==> src/rtl/pc_fetch_pkg.sv <==
// Shared CPU definitions for the program-counter / fetch sequencer.
package pc_fetch_pkg;

    localparam int WORD_PC_W = 30;
    localparam logic [WORD_PC_W-1:0] RESET_PC_DEFAULT = 30'h0000_0C00;

    typedef enum logic [1:0] {
        IDLE,
        FETCH,
        VALID
    } fetch_state_t;

endpackage

==> src/rtl/retire_counter.sv <==
// 32-bit enable counter with asynchronous active-low clear; wraps silently.
module retire_counter (
    input  logic        clk,
    input  logic        rst_n,
    input  logic        en_i,
    output logic [31:0] count_o
);

    logic [31:0] cnt_q;
    logic [31:0] cnt_d;

    assign cnt_d = cnt_q + 32'd1;

    always_ff @(posedge clk or negedge rst_n) begin
        if (!rst_n) begin
            cnt_q <= 32'd0;
        end else if (en_i) begin
            cnt_q <= cnt_d;
        end
    end

    assign count_o = cnt_q;

endmodule

==> src/rtl/pc_fetch.sv <==
// PC register and instruction-fetch sequencer: fetches at curPC over req/ack,
// hands the word to decode over valid/ready, and loads nPC on acceptance.
module pc_fetch
    import pc_fetch_pkg::*;
#(
    parameter logic [WORD_PC_W-1:0] RESET_PC = RESET_PC_DEFAULT
) (
    input  logic                 clk,
    input  logic                 rst_n,
    input  logic [WORD_PC_W-1:0] nPC,
    output logic [WORD_PC_W-1:0] curPC,
    input  logic                 stall,
    output logic                 imem_req,
    output logic [31:0]          imem_addr,
    input  logic                 imem_ack,
    input  logic [31:0]          imem_rdata,
    output logic [31:0]          instr,
    output logic                 instr_valid,
    input  logic                 instr_ready,
    output logic [31:0]          retired
);

    fetch_state_t         state_q;
    logic [WORD_PC_W-1:0] pc_q;
    logic [31:0]          instr_q;
    logic                 req_q;
    logic                 valid_q;
    logic                 accept;

    // Decode takes the instruction; this is the only moment the PC may move.
    assign accept = (state_q == VALID) && instr_ready && !stall;

    always_ff @(posedge clk or negedge rst_n) begin
        if (!rst_n) begin
            state_q <= IDLE;
            pc_q    <= RESET_PC;
            instr_q <= 32'd0;
            req_q   <= 1'b0;
            valid_q <= 1'b0;
        end else begin
            case (state_q)
                IDLE: begin
                    state_q <= FETCH;
                    req_q   <= 1'b1;
                end
                FETCH: begin
                    if (imem_ack) begin
                        instr_q <= imem_rdata;
                        state_q <= VALID;
                        req_q   <= 1'b0;
                        valid_q <= 1'b1;
                    end
                end
                VALID: begin
                    if (accept) begin
                        pc_q    <= nPC;
                        state_q <= FETCH;
                        req_q   <= 1'b1;
                        valid_q <= 1'b0;
                    end
                end
                default: begin
                    state_q <= IDLE;
                    req_q   <= 1'b0;
                    valid_q <= 1'b0;
                end
            endcase
        end
    end

    retire_counter u_retire (
        .clk     (clk),
        .rst_n   (rst_n),
        .en_i    (accept),
        .count_o (retired)
    );

    assign curPC       = pc_q;
    assign imem_addr   = {pc_q, 2'b00};
    assign imem_req    = req_q;
    assign instr       = instr_q;
    assign instr_valid = valid_q;

endmodule
==> config.mk <==
export PLATFORM = sky130hd
export DESIGN_NAME = pc_fetch
export DESIGN_NICKNAME = d
export VERILOG_FILES = /design/src/rtl/pc_fetch_pkg.sv /design/src/rtl/retire_counter.sv /design/src/rtl/pc_fetch.sv
export SDC_FILE = /design/constraint.sdc
export NUM_CORES = 1
export LEC_CHECK = 0
export ABC_CLOCK_PERIOD_IN_PS = 2350
export CORE_UTILIZATION = 41
export CTS_BUF_LIST = sky130_fd_sc_hd__clkbuf_16
export DETAILED_ROUTE_END_ITERATION = 10
export PLACE_DENSITY_LB_ADDON = 0.05
export SYNTH_ARGS = -nofsm -noshare
export SYNTH_HDL_FRONTEND = slang
export SYNTH_SLANG_ARGS = --single-unit
==> constraint.sdc <==
create_clock -name clk -period 2.35 [get_ports clk]
set_clock_uncertainty 0.1 [all_clocks]
set_input_delay 0.3525 -clock clk [delete_from_list [all_inputs] [get_ports clk]]
set_output_delay 0.3525 -clock clk [all_outputs]
set_load 0.005 [all_outputs]
# Word level (Yosys, flattened, before mapping)
# Index checks and enable logic that the tools add are counted.
dict set report word_totals {
  regBits 98
  output_inout_bits 128
}
dict set report classes {
  eq_ne 4
  add_sub_neg 1
  reduce_logical 8
  bitwise_logic 1
  n_mux 9
}
# op n
set ops {}
lappend ops {{$add A32 B1 Y32 const B} 1}
lappend ops {{$pmux W1 S3} 2}
lappend ops {{$pmux W2 S3} 1}
lappend ops {{$reduce_and A2 Y1} 3}
lappend ops {{$mux W1} 4}
lappend ops {{$mux W2} 2}
lappend ops {{$ne A2 B2 Y1 const B} 2}
lappend ops {{$reduce_and A3 Y1} 1}
lappend ops {{$eq A2 B1 Y1 const B} 1}
lappend ops {{$eq A2 B2 Y1 const B} 1}
lappend ops {{$logic_and A1 B1 Y1} 2}
lappend ops {{$logic_not A2 Y1} 1}
lappend ops {{$logic_not A1 Y1} 1}
lappend ops {{$not A1 Y1} 1}

# Depth between registers and ports, before layout
dict set report depth {
  ltp_word 5
  depth_mapped 6
}

# By module
# A second synthesis with hierarchy kept.
dict set report unflattened {
  hier_cells 301
  area_unflattened_um2 4302.9
}
# mod n_inst cells_per_inst area_per_inst_um2
set by_module_without_submodules {}
lappend by_module_without_submodules {pc_fetch 1 178 2854.0}
lappend by_module_without_submodules {retire_counter 1 123 1448.9}

# Worst setup path after synthesis
# Ideal clock, no wire load.
dict set report synth_timing {
  kind {flip-flop to flip-flop}
  startpoint {register state_q[0]}
  endpoint {register u_retire.cnt_q[26] (netlist: u_retire.count_o[26])}
  stages_incl_launch_ff 7
  slack_ns 0.520
  period_less_slack_ns 1.830
  setup_ns 0.079
  arrival_time_ns 1.650
  n_path_buf 2
  required_time_ns 2.171
  cell_sequence {dfrtp_1 > nand4bb_1 > buf_2 > or3_1 > buf_4 > nor4_4 > xor2_1}
}
dict set report synth_between {
  elab_chain_len 3
}
# element line_no
set synth_rtl {}
lappend synth_rtl {{start, declared} pc_fetch.sv:23} ;# fetch_state_t state_q;
lappend synth_rtl {{start signal, assigned} pc_fetch.sv:35} ;# state_q <= IDLE;
lappend synth_rtl {{start signal, assigned} pc_fetch.sv:43} ;# state_q <= FETCH;
lappend synth_rtl {{start signal, assigned} pc_fetch.sv:49} ;# state_q <= VALID;
lappend synth_rtl {{$eq A2 B2 Y1} pc_fetch.sv:31} ;# assign accept = (state_q == VALID) && instr_ready && !stall;
lappend synth_rtl {{$logic_and A1 B1 Y1 (2 in a row)} pc_fetch.sv:31}
lappend synth_rtl {{end signal, assigned} retire_counter.sv:18} ;# cnt_q <= cnt_d;
lappend synth_rtl {{end, declared} retire_counter.sv:9} ;# logic [31:0] cnt_q;
# Every way passes these cells.
# A chain may end at the register's enable or synchronous reset.

# Final worst setup path
dict set report layout_timing {
  startpoint {register u_retire.cnt_q[3] (netlist: u_retire.count_o[3])}
  endpoint {register u_retire.cnt_q[28] (netlist: u_retire.count_o[28])}
}
dict set report layout_between {
  elab_chain_len 1
}
# element line_no
set layout_rtl {}
lappend layout_rtl {{$add A32 B1 Y32} retire_counter.sv:12} ;# assign cnt_d = cnt_q + 32'd1;
# Every way passes these cells.

==> results.txt <==
----------------------------------------------------
[Run status]
  Status ... finished clean

[Clock tree]
  Clock latency of the later-clocked register in the worst-skew pair ... 0.33 ns
  CTS sink count ... 97
  Total number of H-tree levels ... 3
  TritonCTS buffer count ... 9
  Post-CTS Hold Fix Bufs ... 1
  Post-CTS clock slew at the launch and capture registers of the worst setup and hold paths ... 0.07 ns
  Buffer count from post-CTS setup fixing ... 0
  Maximum clock insertion buffer count ... 2
  Clock tree root driver cell ... clkbuf_16
  Resized Gates After CTS ... 0
  Clock tree from TritonCTS ... built

[Setup path]
  Kind of critical path ... flip-flop to flip-flop
  CP Launch Point ... u_retire.count_o[3]
  Crit path max fanout ... 7
  Beginning of the worst register-to-register path ... u_retire.count_o[3]
  Count of cells along the worst register-to-register path ... 4
  Internal reg-to-reg setup slack ... 0.31 ns
  Startpoint class of the critical path ... flip-flop
  Crit path capture type ... flip-flop
  End of the worst register-to-register path ... u_retire.count_o[28]
  Required time of the critical path ... ~2.5 ns
  Critical Path AT ... ~2.2 ns

[Final layout]
  Final instance count without filler cells ... between 600 and 700
  Top library cells by usage in the layout, fill and taps aside ... clkdlybuf4s50_1 (191), dfrtp_1 (95), mux2_2 (62)
  Fraction of final layout cells with drive strength greater than 1 ... 20.4%
  Area added between synthesis and finish ... 52.9%
  Net count reported at finish ... 557
  Most common library cell in the layout ignoring fill and taps ... clkdlybuf4s50_1
  Antenna fix cells ... 0

[Hold path]
  Terminating pin of the worst hold path ... u_retire.count_o[27]
  Worst Min Path Start ... u_retire.count_o[27]
  Hold path depth ... 1
  Classification of the worst-slack hold path ... flip-flop to flip-flop

[Route]
  Residual DRC ... 0
  Final Routed Wirelength ... roughly 9400 um
  Via Count ... just over 3000
  Via count normalized by instance count ... 4.84
  Avg WL per Cell ... about 15 um
  Drt first pass iters ... 4
  Post-route ant nets ... 0
  Initial DRC count ... 42

[Timing]
  Final setup violation count ... 0
  Clock period minus final worst setup slack ... around 2 ns
  Slew at the pin closest to its max-slew limit ... 0.601 ns
  RSZ-0062 raised after global routing ... no
  Hold slack final ... 0.399 ns
  Part of the cycle the worst path needs ... 86.7%
  Number of hold-slack violations in the final timing report ... 0
  Total Negative Setup Slacks ... 0 ns
  Peak clock frequency supported by timing ... 491 MHz
  Final Slew Violations ... 0
  Rel. slew slack ... 59.6%

[Placement]
  Count of placed standard cells including taps ... 610
  Number of I/O port buffers ... 192
  Dpl hpwl ... 7010 um
  Routability congestion estimate from global placement ... 0.766

[Synth]
  Avg Cell Area, Syn ... 13.3 um2
  Count of flip-flops with a built-in enable after synthesis ... 0
  Synthesized instance count ... 317
  Number of distinct library cells after synthesis ... 33
  Synth Flop Type ... dfrtp_1
  Synthesis-stage register bit count ... just under 100
  Area of the mapped netlist ... 4210 um2
  Fraction of synthesis flops using an asynchronous set or reset pin ... 100%
  Part of the Yosys area used for sequential elements ... 57.7%
  Total number of yosys warnings ... 0

[GRT]
  Total GRT Usage ... a little under a fifth
  Global route total overflow ... 0
  First-pass GRT wire length ... between 10000 and 15000 um
  Initial antenna violation count ... 0
  Vias in the first global route ... 3038
  Pin count of the biggest net entering global routing ... 41

[Die]
  Total die area ... 10700 um2
  Standard-cell rows ... 36
  Starting Density ... 42.7%
  Die height ... 103 um
  Placeable Area ... slightly below 10000 um2
  Number of top-level pins ... ~200
  Die outline width ... 103 um

[Run]
  Number of max-cap violations ... 0

[Power and ir drop]
  VDD IR max ... 0.669 mV
  Final Power ... 6900 uW
  Power density of the placed cells ... 1070 nW/um2
  Leakage power figure ... 0.00274 uW

----------------------------------------------------
==> report_power, final <==
group          switching (uW)  total, uW  leakage (uW)  internal, uW
clock                     621       1450      0.000151           827
sequential                393       2660       0.00122          2270
combinational             769       2790       0.00137          2020
==> Yosys cell counts (2+ instances only) <==
master | n | share of area, %
buf_4 | 34 | 6.1
and3_1 | 5 | 0.74
nand3_1 | 12 | 1.4
nor2_1 | 7 | 0.62
nor3_1 | 2 | 0.24
buf_2 | 5 | 0.59
xor2_1 | 12 | 2.5
and4_1 | 2 | 0.42
clkbuf_1 | 4 | 0.36
nand2_1 | 20 | 1.8
xnor2_1 | 19 | 4.0
mux2_2 | 62 | 17
a21oi_1 | 3 | 0.36
dfrtp_1 | 95 | 56
inv_1 | 2 | 0.18
nor3_2 | 4 | 0.95
nor4_1 | 2 | 0.30
nand4_1 | 10 | 1.5
dfstp_2 | 2 | 1.2
nor4_4 | 2 | 1.0
==> cell type report <==
type                            instances  area (um2)
Fill cell                             769        3430
Sequential cell                        97        2430
Timing Repair Buffer                  203        2040
Multi-Input combinational cell        176        1490
Clock buffer                            9         225
Tap cell                              133         166
Clock inverter                          7        70.1
Inverter                                2        7.51
==> layer usage <==
layer | up-vias | routed length, um | global-route usage [%]
met5 | - | 0 | 0
met4 | 0 | 81 | 5.42
met3 | 10 | 787 | 7.06
met2 | 107 | 4830 | 31.1
met1 | 1518 | 3720 | 20.9
li1 | 1400 | - | -
==> cells by family (layout without fill, tap and decap cells) <==
logic type | Yosys count | in the layout | share of synthesized area [%]
buf+inv | 45 | 221 | 7.20
compound gates | 5 | 5 | 0.684
mux | 62 | 62 | 16.6
flops | 97 | 97 | 57.7
fa+ha+maj | 1 | 1 | 0.297
simple gates | 75 | 75 | 10.9
xor+xnor | 31 | 31 | 6.45
other cells | 1 | 2 | 0.0891
==> flip-flops by register name (all words and copies together), names as in the netlist <==
| register | flops |
|---|---|
| u_retire.count_o | 32 |
| state_q | 2 |
| instr_valid | 1 |
| curPC | 30 |
| instr | 32 |
==> through the flow <==
| step | setup slack, ns | area (um2) | utilization [%] |
|---|---|---|---|
| floorplan | 0.520 | 4210 | - |
| global placement | 0.0438 | 6130 | 62.1 |
| detailed placement | 0.0395 | 6130 | 62.1 |
| CTS | 0.297 | 6430 | 65.2 |
| global route | 0.174 | 6430 | 65.2 |
| finish | 0.312 | 6430 | 65.2 |
==> worst max path at each step <==
stage	endpoint	slack, ns	cells past startpoint
2_1_floorplan	u_retire.count_o[26]	0.52	6
3_3_place_gp	u_retire.count_o[30]	0.04	7
3_5_place_dp	u_retire.count_o[30]	0.04	7
4_1_cts	u_retire.count_o[28]	0.30	4
5_1_grt	u_retire.count_o[30]	0.17	4
6_report	u_retire.count_o[28]	0.31	4
==> worst max-delay path, stage by stage, from the launching register on <==
cell and delay [ns]:
dfrtp_1 0.46, nand4_2 0.19, or4b_1 0.79, nor3_2 0.25, xor2_1 0.17
Power figures use the tool's default switching activity.
